<file path="config.mk">
export PLATFORM = sky130hd
export DESIGN_NAME = fsm1_target
export DESIGN_NICKNAME = d
export VERILOG_FILES = /design/src/rtl/fsm1_pkg.sv /design/src/rtl/fsm1_tgt_mem.sv /design/src/rtl/fsm1_target.sv
export SDC_FILE = /design/constraint.sdc
export NUM_CORES = 1
export LEC_CHECK = 0
export CAP_MARGIN = 20
export CORE_ASPECT_RATIO = 0.6
export CORE_MARGIN = 10
export CORE_UTILIZATION = 55
export CTS_CLUSTER_DIAMETER = 150
export CTS_CLUSTER_SIZE = 25
export DETAILED_ROUTE_END_ITERATION = 16
export PLACE_DENSITY_LB_ADDON = 0.15
export RECOVER_POWER = 50
export SLEW_MARGIN = 20
export SYNTH_ARGS = -nofsm -noshare
export SYNTH_HDL_FRONTEND = slang
export SYNTH_SLANG_ARGS = --single-unit
</file>
<file path="constraint.sdc">
create_clock -name clk -period 3.6 [get_ports clk]
set_clock_uncertainty 0.05 [all_clocks]
set_input_delay 0.36 -clock clk [delete_from_list [all_inputs] [get_ports clk]]
set_output_delay 0.36 -clock clk [all_outputs]
set_load 0.02 [all_outputs]
</file>
<file path="src/rtl/fsm1_pkg.sv">
// Shared types and defaults for the fsm1 handshake blocks.
// Target wait-state encoding lives here so initiator benches can decode it.
package fsm1_pkg;

    localparam int TGT_WW = 4;

    // T_XXX is the one unused encoding; the target FSM recovers from it to T_IDLE.
    typedef enum logic [1:0] {
        T_IDLE = 2'b00,
        T_WAIT = 2'b01,
        T_DATA = 2'b10,
        T_XXX  = 2'b11
    } tstate_e;

endpackage

</file>
<file path="src/rtl/fsm1_tgt_mem.sv">
// Backing store for the fsm1 target: 2**AW x DW registers, one write port
// and one asynchronous read port. Contents are not reset.
module fsm1_tgt_mem #(
    parameter int DW = 8,
    parameter int AW = 4
) (
    input  logic          clk,
    input  logic          we,
    input  logic [AW-1:0] waddr,
    input  logic [DW-1:0] wdata,
    input  logic [AW-1:0] raddr,
    output logic [DW-1:0] rdata
);

    logic [DW-1:0] mem_q [2**AW];

    always_ff @(posedge clk) begin
        if (we) mem_q[waddr] <= wdata;
    end

    // Async read: a write on the same edge is seen only after that edge.
    assign rdata = mem_q[raddr];

endmodule

</file>
<file path="src/rtl/fsm1_target.sv">
// Responder end of the fsm1 rd/ws/ds read handshake with programmable wait states.
// Define FSM1_TGT_WCFG_EN to add a run-time wait_cfg input that replaces WAIT_CYC.
module fsm1_target
    import fsm1_pkg::*;
#(
    parameter int DW       = 8,
    parameter int AW       = 4,
    parameter int WAIT_CYC = 3,
    parameter int WW       = TGT_WW
) (
    input  logic          clk,
    input  logic          rst_n,
    input  logic          rd,
    input  logic [AW-1:0] addr,
    input  logic          we,
    input  logic [AW-1:0] waddr,
    input  logic [DW-1:0] wdata,
`ifdef FSM1_TGT_WCFG_EN
    input  logic [WW-1:0] wait_cfg,
`endif
    output logic          ws,
    output logic [DW-1:0] rdata,
    output logic          abt
);

    tstate_e       state_q;
    logic [WW-1:0] cnt_q;
    logic [DW-1:0] rdata_q;
    logic          abt_q;
    logic [DW-1:0] mem_rdata;
    logic [WW-1:0] load_cnt;

`ifdef FSM1_TGT_WCFG_EN
    assign load_cnt = wait_cfg;
`else
    assign load_cnt = WW'(WAIT_CYC);
`endif

    fsm1_tgt_mem #(.DW(DW), .AW(AW)) u_mem (
        .clk   (clk),
        .we    (we),
        .waddr (waddr),
        .wdata (wdata),
        .raddr (addr),
        .rdata (mem_rdata)
    );

    // The wait count is latched at acceptance, so later wait_cfg changes
    // cannot stretch or shorten a read already in flight.
    always_ff @(posedge clk or negedge rst_n) begin
        if (!rst_n) begin
            state_q <= T_IDLE;
            cnt_q   <= '0;
            rdata_q <= '0;
            abt_q   <= 1'b0;
        end else begin
            abt_q <= 1'b0;
            case (state_q)
                T_IDLE: begin
                    if (rd) begin
                        rdata_q <= mem_rdata;
                        cnt_q   <= load_cnt;
                        state_q <= (load_cnt != '0) ? T_WAIT : T_DATA;
                    end
                end
                T_WAIT: begin
                    if (rd) begin
                        cnt_q <= cnt_q - WW'(1);
                        if (cnt_q == WW'(1)) state_q <= T_DATA;
                    end else begin
                        state_q <= T_IDLE;
                        abt_q   <= 1'b1;
                    end
                end
                T_DATA: begin
                    if (!rd) state_q <= T_IDLE;
                end
                default: begin
                    state_q <= T_IDLE;
                    rdata_q <= 'x;
                    abt_q   <= 1'bx;
                end
            endcase
        end
    end

    assign ws    = (state_q == T_WAIT);
    assign rdata = rdata_q;
    assign abt   = abt_q;

endmodule

</file>
==> impl_metrics.json <==
{
  "status": "finished, final reports clean",
  "grt_overflow": 0,
  "ff2ff_setup_slack_ns": 1.58,
  "ant_nets": 0,
  "core_mm2": 0.00995,
  "portBuffers": 29,
  "wl_per_cell_um": 22.8,
  "synth-seq-area-share": 0.744,
  "wl_um": 10800,
  "final-setup-viol-count": 0,
  "drv_slew": 0,
  "start_kind": "flop",
  "worst-path-buf-inv": 2,
  "hold_path.class": "in2async",
  "rows": 28,
  "use_met2": 0.221,
  "viasPerCell": 5.86,
  "rsz0062_at_grt": "no",
  "drt_iter0_drc": 236,
  "crit_type": "reg2out",
  "initial_core_util": 0.570,
  "worst-slew-pin-transition_ns": 0.984,
  "irDropWorstVdd_mv": 0.349,
  "cts_made_buffers": 17,
  "track_usage": 0.158,
  "r2r_start": "state_q[0]$_DFFE_PN0P_",
  "synth.distinct_cells": 30,
  "first_pass_iters": 6,
  "r2r_cells": 6,
  "first_global_vias": 2972,
  "fmax_mhz": 433,
  "fin_crit_sh": 0.641,
  "cts.path.max_buffers": 2,
  "die_x_um": 151,
  "clk_pin_slew_ns": 0.05,
  "required_ns": 3.19,
  "syn-mean-instance-area_um2": 20.3,
  "die-area_mm2": 0.0149,
  "fillers": 665,
  "fin_nets": 351,
  "slowest_delay_ns": 0.68,
  "cts_tree": "done",
  "grt_max_degree": 24,
  "slew_headroom": 0.341,
  "clock_latency_ns": 0.41,
  "fin_cells": 474,
  "holdBufCountCts": 0,
  "tns_ns": 0,
  "finalCriticalPeriod_ns": 2.31,
  "slowest_stage": "clkdlybuf4s50_1",
  "drive_gt1_frac": 0.180,
  "dp_cells": 442,
  "use_met1": 0.228,
  "synth_nets": 304,
  "netlist_instances": 279,
  "cts_sinks": 143,
  "final_cell_mix": "128 x edfxtp_1, 24 x mux4_2, 18 x clkdlybuf4s50_1",
  "cp.arrival_ns": 1.90,
  "clk_root_buffer_cell": "clkbuf_16",
  "cts_max_level": 4,
  "cp_cell_sequence": "inv_1 > ha_1 > clkdlybuf4s50_1",
  "gp_congestion": 0.802,
  "yosys_warnings": 0,
  "io_pins": 30,
  "antenna_found_initial": 0,
  "max_cap_violations": 0,
  "post_cts_buffers": 0,
  "crit_path_end_kind": "output pin",
  "hold_viol": 0,
  "busiest_layer": "met1",
  "crit_cells": 3,
  "leakagePower_nw": 2.29,
  "syn2layout_area_growth_pct": 16.8,
  "use_met3": 0.0534,
  "die_y_um": 98.7,
  "pwr_density_cell_mw_per_mm2": 623,
  "path_max_fanout": 8,
  "dr_total_vias": 2777,
  "r2r-end": "rdata[6]$_DFFE_PN0P_",
  "grt_pass1_wl_um": 17500,
  "ys_ff_latch": 143,
  "dp_hpwl_um": 7090,
  "syn_area_mm2": 0.00567,
  "antenna_cells": 0,
  "cp_top_family": "buffers and inverters",
  "cts-resized-gates": 0,
  "drc": 0,
  "layout_commonest_cell": "edfxtp_1"
}
state kept, by name, summed over array words and instances (netlist names):
signal       flops
state_q          2
abt              1
u_mem.mem_q    128
cnt_q            4
rdata            8
cells by family (layout without fill, tap and decap cells):
family	Yosys count	count (layout)	synth area share
AOI/OAI and AO/OA	18	18	0.0240
adders and majority gates	5	5	0.0110
buffers and inverters	19	79	0.0185
DFF	143	143	0.744
muxes	50	50	0.164
and+or+nand+nor	44	44	0.0386
how the worst max path moves through the flow:
| stage | startpoint | to |
|---|---|---|
| after floorplan | waddr[2] | u_mem.mem_q[0][0]$_DFFE_PP_ |
| after global placement | addr[2] | rdata[7]$_DFFE_PN0P_ |
| after detailed placement | addr[2] | rdata[7]$_DFFE_PN0P_ |
| after CTS | state_q[1]$_DFFE_PN0P_ | ws |
| after global routing | state_q[1]$_DFFE_PN0P_ | ws |
| final | state_q[1]$_DFFE_PN0P_ | ws |
worst reg2reg max path: cells and delay by family, from the launching register on:
kind,cells,cell delay (ns)
AND/OR/NAND/NOR,3,0.93
flip-flops,1,0.39
adder cells (fa/ha/maj),1,0.24
AO/OA/AOI/OAI,1,0.22
buffers and inverters,1,0.09
stage by stage:
| step | setup WS (ns) | instance area [µm²] | util | total power [mW] | hold WS [ns] |
|---|---|---|---|---|---|
| finish | 1.29 | 6630 | 0.666 | 4.13 | 0.433 |
| global route | 1.19 | 6630 | 0.666 | 4.29 | 0.465 |
| CTS | 1.29 | 6630 | 0.666 | 4.15 | 0.387 |
| detailed placement | 1.13 | 6140 | 0.617 | 2.68 | 0.440 |
| global placement | 1.12 | 6140 | 0.617 | 2.65 | 0.420 |
| floorplan | 1.70 | 5670 | - | 2.41 | 0.0144 |
Yosys cell counts:
cell type	n	share of area
edfxtp_1	128	0.68
mux4_2	24	0.095
mux2i_1	17	0.030
dfrtp_1	15	0.066
nor2_1	15	0.0099
buf_2	8	0.0071
mux4_1	8	0.037
nand2_1	8	0.0053
nor3_1	8	0.0071
inv_1	6	0.0040
o221ai_1	6	0.0093
ha_1	5	0.011
nand2b_1	5	0.0055
a21oi_1	4	0.0035
a211o_1	2	0.0031
a22o_1	2	0.0031
clkbuf_1	2	0.0013
nand3b_1	2	0.0026
o21ai_0	2	0.0018
or3b_2	2	0.0031
a32o_1	1	0.0018
a32oi_1	1	0.0015
and3_1	1	0.0011
buf_1	1	0.00066
buf_12	1	0.0035
buf_6	1	0.0020
mux2_2	1	0.0020
nand3_1	1	0.00088
nand3b_2	1	0.0020
or2_2	1	0.0011
power by group:
part	internal (mW)	switching (mW)	leakage [nW]
combinational	0.289	0.359	0.706
clock	0.895	0.595	0.239
sequential	1.92	0.0663	1.34
total	3.11	1.02	2.29
final cells by class:
class                   count  area (µm²)  area share
inverters                   6        22.5     0.00340
clock buffers              29         480      0.0725
flip-flops and latches    143        4220       0.637
repair buffers             41         372      0.0561
well taps                 135         169      0.0255
clock inverters             3        13.8     0.00208
multi-input cells         117        1350       0.204
metal layers:
metal  vias up  routed length, µm
li1       1239                  -
met1      1450               5260
met2        78               4780
met3        10                650
met4         0                105
met5         -                  0
(Power assumes the default switching activity.)
